**src/rtl/ones_pattern_generator_if.sv**
```systemverilog
// Request/stream bundle for the ones pattern generator: run request in, serial bits and status out.
// master drives the request side; slave is the generator.
interface ones_pattern_generator_if;
    logic       start;
    logic [7:0] pattern;
    logic [3:0] len;
    logic [3:0] reps;
    logic       aout;
    logic       aval;
    logic       busy;
    logic       done;
    logic [3:0] ones_count;

    modport master (
        output start, pattern, len, reps,
        input  aout, aval, busy, done, ones_count
    );

    modport slave (
        input  start, pattern, len, reps,
        output aout, aval, busy, done, ones_count
    );
endinterface

```
**src/rtl/ones_pattern_generator.sv**
```systemverilog
// Serialises a captured 8-bit pattern LSB first, reps passes of len bits with GAP idle cycles between passes.
// First bit one cycle after start is accepted; no backpressure, start is ignored until the block is back in IDLE.
module ones_pattern_generator #(
    parameter int GAP = 1
) (
    input  logic                      clk,
    input  logic                      reset,
    ones_pattern_generator_if.slave   bus
);

    typedef enum logic [1:0] {
        S_IDLE  = 2'd0,
        S_SHIFT = 2'd1,
        S_GAP   = 2'd2,
        S_DONE  = 2'd3
    } state_t;

    localparam logic [3:0] GAP_LAST = (GAP > 0) ? 4'(GAP - 1) : 4'd0;

    state_t     state;
    logic [7:0] pat_q;
    logic [7:0] sh_q;
    logic [3:0] len_q;
    logic [3:0] reps_q;
    logic [3:0] bit_cnt;
    logic [3:0] gap_cnt;
    logic       aout_q;
    logic       aval_q;
    logic       busy_q;
    logic       done_q;
    logic [3:0] ones_q;
    logic [3:0] len_eff;
    logic [3:0] reps_eff;

    always_comb begin
        len_eff  = ((bus.len == 4'd0) || (bus.len > 4'd8)) ? 4'd8 : bus.len;
        reps_eff = (bus.reps == 4'd0) ? 4'd1 : bus.reps;
    end

    assign bus.aout       = aout_q;
    assign bus.aval       = aval_q;
    assign bus.busy       = busy_q;
    assign bus.done       = done_q;
    assign bus.ones_count = ones_q;

    // Outputs are registered alongside the state, so they always describe the cycle the state names.
    always_ff @(posedge clk) begin
        if (!reset) begin
            state   <= S_IDLE;
            pat_q   <= 8'd0;
            sh_q    <= 8'd0;
            len_q   <= 4'd8;
            reps_q  <= 4'd1;
            bit_cnt <= 4'd0;
            gap_cnt <= 4'd0;
            aout_q  <= 1'b0;
            aval_q  <= 1'b0;
            busy_q  <= 1'b0;
            done_q  <= 1'b0;
            ones_q  <= 4'd0;
        end else begin
            if (aval_q && aout_q) begin
                ones_q <= ones_q + 4'd1;
            end

            case (state)
                S_IDLE: begin
                    aout_q <= 1'b0;
                    aval_q <= 1'b0;
                    busy_q <= 1'b0;
                    done_q <= 1'b0;
                    if (bus.start) begin
                        pat_q   <= bus.pattern;
                        len_q   <= len_eff;
                        reps_q  <= reps_eff;
                        sh_q    <= {1'b0, bus.pattern[7:1]};
                        bit_cnt <= 4'd1;
                        aout_q  <= bus.pattern[0];
                        aval_q  <= 1'b1;
                        busy_q  <= 1'b1;
                        state   <= S_SHIFT;
                    end
                end

                S_SHIFT: begin
                    if (bit_cnt < len_q) begin
                        aout_q  <= sh_q[0];
                        sh_q    <= {1'b0, sh_q[7:1]};
                        bit_cnt <= bit_cnt + 4'd1;
                    end else if (reps_q > 4'd1) begin
                        reps_q <= reps_q - 4'd1;
                        if (GAP > 0) begin
                            gap_cnt <= GAP_LAST;
                            aout_q  <= 1'b0;
                            aval_q  <= 1'b0;
                            state   <= S_GAP;
                        end else begin
                            // Back-to-back pass: reload from the captured copy with no bubble.
                            aout_q  <= pat_q[0];
                            sh_q    <= {1'b0, pat_q[7:1]};
                            bit_cnt <= 4'd1;
                        end
                    end else begin
                        aout_q <= 1'b0;
                        aval_q <= 1'b0;
                        busy_q <= 1'b0;
                        done_q <= 1'b1;
                        state  <= S_DONE;
                    end
                end

                S_GAP: begin
                    if (gap_cnt == 4'd0) begin
                        aout_q  <= pat_q[0];
                        aval_q  <= 1'b1;
                        sh_q    <= {1'b0, pat_q[7:1]};
                        bit_cnt <= 4'd1;
                        state   <= S_SHIFT;
                    end else begin
                        gap_cnt <= gap_cnt - 4'd1;
                    end
                end

                S_DONE: begin
                    done_q <= 1'b0;
                    state  <= S_IDLE;
                end

                default: begin
                    aout_q <= 1'b0;
                    aval_q <= 1'b0;
                    busy_q <= 1'b0;
                    done_q <= 1'b0;
                    state  <= S_IDLE;
                end
            endcase
        end
    end

endmodule
```
**src/flat_wrapper.sv**
```systemverilog
// flat-port wrapper written by rule: the top's interface ports become plain ports
module ones_pattern_generator_flat 
#(
    parameter int GAP = 1
)
  (clk, reset, bus_start, bus_pattern, bus_len, bus_reps, bus_aout, bus_aval, bus_busy, bus_done, bus_ones_count);
  ones_pattern_generator_if bus_i ();
  input  logic clk;
  input  logic reset;
  input wire logic [$bits(bus_i.start)-1:0] bus_start;
  input wire logic [$bits(bus_i.pattern)-1:0] bus_pattern;
  input wire logic [$bits(bus_i.len)-1:0] bus_len;
  input wire logic [$bits(bus_i.reps)-1:0] bus_reps;
  output wire logic [$bits(bus_i.aout)-1:0] bus_aout;
  output wire logic [$bits(bus_i.aval)-1:0] bus_aval;
  output wire logic [$bits(bus_i.busy)-1:0] bus_busy;
  output wire logic [$bits(bus_i.done)-1:0] bus_done;
  output wire logic [$bits(bus_i.ones_count)-1:0] bus_ones_count;
  assign bus_i.start = bus_start;
  assign bus_i.pattern = bus_pattern;
  assign bus_i.len = bus_len;
  assign bus_i.reps = bus_reps;
  assign bus_aout = bus_i.aout;
  assign bus_aval = bus_i.aval;
  assign bus_busy = bus_i.busy;
  assign bus_done = bus_i.done;
  assign bus_ones_count = bus_i.ones_count;
  ones_pattern_generator #(.GAP(GAP)) u_core (.clk(clk), .reset(reset), .bus(bus_i));
endmodule
```
**config.mk**
```make
export PLATFORM = sky130hd
export DESIGN_NAME = ones_pattern_generator_flat
export DESIGN_NICKNAME = d
export VERILOG_FILES = /design/src/rtl/ones_pattern_generator_if.sv /design/src/rtl/ones_pattern_generator.sv /design/src/flat_wrapper.sv
export SDC_FILE = /design/constraint.sdc
export NUM_CORES = 1
export LEC_CHECK = 0
export CAP_MARGIN = 20
export CORE_MARGIN = 2
export CORE_UTILIZATION = 50
export DETAILED_ROUTE_END_ITERATION = 7
export GPL_TIMING_DRIVEN = 0
export PLACE_DENSITY = 0.84
export SKIP_CTS_REPAIR_TIMING = 1
export SYNTH_ARGS = -nofsm -noshare
export SYNTH_HDL_FRONTEND = slang
export SYNTH_SLANG_ARGS = --single-unit
```
**constraint.sdc**
```tcl
create_clock -name clk -period 1.9 [get_ports clk]
set_clock_uncertainty 0.15 [all_clocks]
set_input_delay 0.38 -clock clk [delete_from_list [all_inputs] [get_ports clk]]
set_output_delay 0.38 -clock clk [all_outputs]
set_load 0.01 [all_outputs]
```
==> reports/metrics.yaml <==
finish:
  layout_commonest_cell: "nand2_1"
  area_delta_synth_final_pct: 38.5
  layout.cells.non_filler: 374
  layout_common_cells: "40 x nand2_1, 32 x dfxtp_1, 26 x clkdlybuf4s50_1, 19 x a21oi_1, 13 x mux2i_1"
  finish.instance_area_sq_um: 3140
  drive_above_1_share: 0.245
  diodes: 0
  fillers: 309
  fin_nets: 353
floorplan:
  core_sq_um: 4350
  dieArea_sq_um: 5090
  fp-row-count: 24
  pin_count: 27
  fp.dieW_um: 71.3
  start_util: 0.521
  die_h_um: 71.3
logic_synthesis:
  syn_area_per_cell_sq_um: 8.27
  ys_seq_elements: 41
  synth-seq-area-share: 0.362
  ys_async_sr_fraction: 0
  synth_nets: 306
  yosys.area_share.simple: 0.194
  yosysUniqueCellTypes: 44
  synth_edf_count: 0
  synth_adder_area_share: 0.0717
  synth_top_family_by_area: "compound AO/OA/AOI/OAI gates"
  yosys-mux-area-fraction: 0.0618
  synth-main-ff-cell: "dfxtp_1"
  synth-xor-area-share: 0.00773
  yosys.area.top_type_share: 0.362
  synth.area.top_cells: "dfxtp_1 36%, ha_1 7.2%, nand2_1 6.6%"
  synth_compound_area_frac: 0.246
  yosys_warnings: 0
  syn_inst: 274
  syn_area_sq_um: 2270
  yosys.area.top_type: "dfxtp_1"
detailed_routing:
  num_vias: 2289
  ant_nets: 0
  drt_pre_antenna_iters: 5
  drt_iter0_drc: 230
  drc: 0
  wl_um: 6620
  viasPerCell: 6.12
  wl_per_cell_um: 17.7
critical_path:
  cp_slowest_cell: "or4_4"
  arrival_ps: 2110
  rrSetupSlack_ps: -110
  cp-start-kind: "register"
  timing.rr.end: "u_core.gap_cnt[0]$_SDFFE_PN0P_"
  critPathKind: "reg -> reg"
  crit_required_ps: 1990
  path_cells: "inv_2, ha_4, o211ai_1, buf_4, o211a_4, buf_6, or4_4, a21oi_2"
  cp-end-kind: "register"
  cp_max_fo: 4
  max_stage_delay_ps: 420
  reg2regPathDepth: 8
  reg2reg_from: "u_core.len_q[1]$_SDFFE_PN0P_"
worst_hold_path:
  hold_depth: 2
  min_to: "u_core.len_q[0]$_SDFFE_PN0P_"
  hold_path.class: "reg -> reg"
  min_from: "u_core.len_q[0]$_SDFFE_PN0P_"
global_route:
  track_usage: 0.239
  grt_max_degree: 14
  first_global_vias: 2106
  antenna_found_initial: 0
  overflow: 0
  grt_pass1_wl_um: 9590
status:
  status: "complete, but fails checks"
  violations: "setup timing"
clock_tree:
  cts_buffers: 5
  cts_max_level: 2
  clk-insertion-delay-late_ps: 310
  cts_sinks: 41
  cts.clk_slew.worst_paths_ps: 80
  cts_root_buf: "clkbuf_8"
  cts_tree: "done"
  clockBufferDepth: 2
sta:
  fin_crit_sh: 1.06
  max_clock_freq_ghz: 0.497
  setup_ws_ps: -112
  hold_violations: 0
  final_max_slew_viol_count: 0
  rsz0062_at_grt: "true"
  fin_crit_ps: 2010
  relSlewSlack: 0.611
  worst_pin_slew_ps: 578
  setup_violations: 21
  finalSetupTns_ps: -995
placed_design:
  place.gp.congestion: 0.860
  post-place-cells: 352
  io_buffers: 26
  hpwl_um: 4000
  dpl_worst_slack_ps: -422
  place_area_sq_um: 2600
power_and_ir_drop:
  power.density_nw_per_um2: 1550
  total_power_mw: 4.85
  power.static_leakage_nw: 1.16
  ir_drop_mv: 0.748
flow_run:
  drv_cap: 0
[Yosys cell counts, types with 6 or more instances]
| cell type | instances |
|---|---|
| o311ai_0 | 8 |
| clkbuf_1 | 10 |
| nand3_1 | 11 |
| a21oi_1 | 23 |
| dfxtp_1 | 41 |
| nand2_1 | 40 |
| o21ai_0 | 11 |
| ha_1 | 13 |
| mux2i_1 | 14 |
| o211ai_1 | 10 |
| inv_1 | 17 |
| nor2_1 | 9 |
| a22oi_1 | 6 |
[sequential cells by signal (all words and copies together) (netlist names), 2 cells and up]
name and cells:
u_core.gap_cnt 4, u_core.bit_cnt 4, u_core.reps_q 4, u_core.len_q 4
u_core.bus.ones_count 4, u_core.pat_q 8, u_core.state 2, u_core.sh_q 7
[power by group]
part           switching (mW)  total, mW  internal (mW)
Clock                   0.330      0.757          0.427
Sequential              0.211       1.32           1.10
Combinational            1.57       2.78           1.21
[layer usage]
layer	vias up	global-route usage	part of all wire
met3	21	0.0506	0.043
met5	-	0	0
met4	0	0.111	0.033
met1	1106	0.284	0.42
li1	1087	-	-
met2	75	0.410	0.51
[worst max-delay path by stage]
stage                                   startpoint                        endpoint  slack, ps
floorplan           u_core.gap_cnt[0]$_SDFFE_PN0P_     u_core.sh_q[2]$_SDFFE_PN0P_          7
global placement                         bus_start   u_core.reps_q[0]$_SDFFE_PN1P_       -310
detailed placement                       bus_start   u_core.reps_q[0]$_SDFFE_PN1P_       -420
CTS                  u_core.reps_q[0]$_SDFFE_PN1P_   u_core.reps_q[0]$_SDFFE_PN1P_       -390
global route        u_core.gap_cnt[1]$_SDFFE_PN0P_     u_core.sh_q[2]$_SDFFE_PN0P_       -170
finish                u_core.len_q[1]$_SDFFE_PN0P_  u_core.gap_cnt[0]$_SDFFE_PN0P_       -110
[critical path, delay by kind of cell, from the launching register on]
| family | cells | cell delay (ps) |
|---|---|---|
| simple gates | 1 | 420 |
| buf+inv | 3 | 320 |
| compound gates | 3 | 470 |
| fa+ha+maj | 1 | 250 |
| flops | 1 | 340 |
[cells by family (layout without fill, tap and decap cells)]
logic type                 Yosys count  in the layout
adders and majority gates           13             13
muxes                               14             14
buffers and inverters               33             81
xor gates and xnor gates             2              2
DFF                                 41             41
AOI/OAI and AO/OA                   81             81
and+or+nand+nor                     90             90
[per-stage QoR]
step / hold WS, ps / util
floorplan: 277 / -
global placement: 289 / 0.597
detailed placement: 296 / 0.597
CTS: 305 / 0.625
global route: 328 / 0.721
finish: 304 / 0.721
[area by class of cell]
cell class,count,area [sq um],area share
timing repair buffer,40,389,0.124
buffer,15,85.1,0.0271
inverter,18,73.8,0.0235
clock inverter,2,37.5,0.0120
multi-input combinational,200,1570,0.501
clock buffer,6,82.6,0.0263
sequential,41,835,0.266
tap,52,65.1,0.0207
Note: power is estimated with default switching activity, not from simulation.
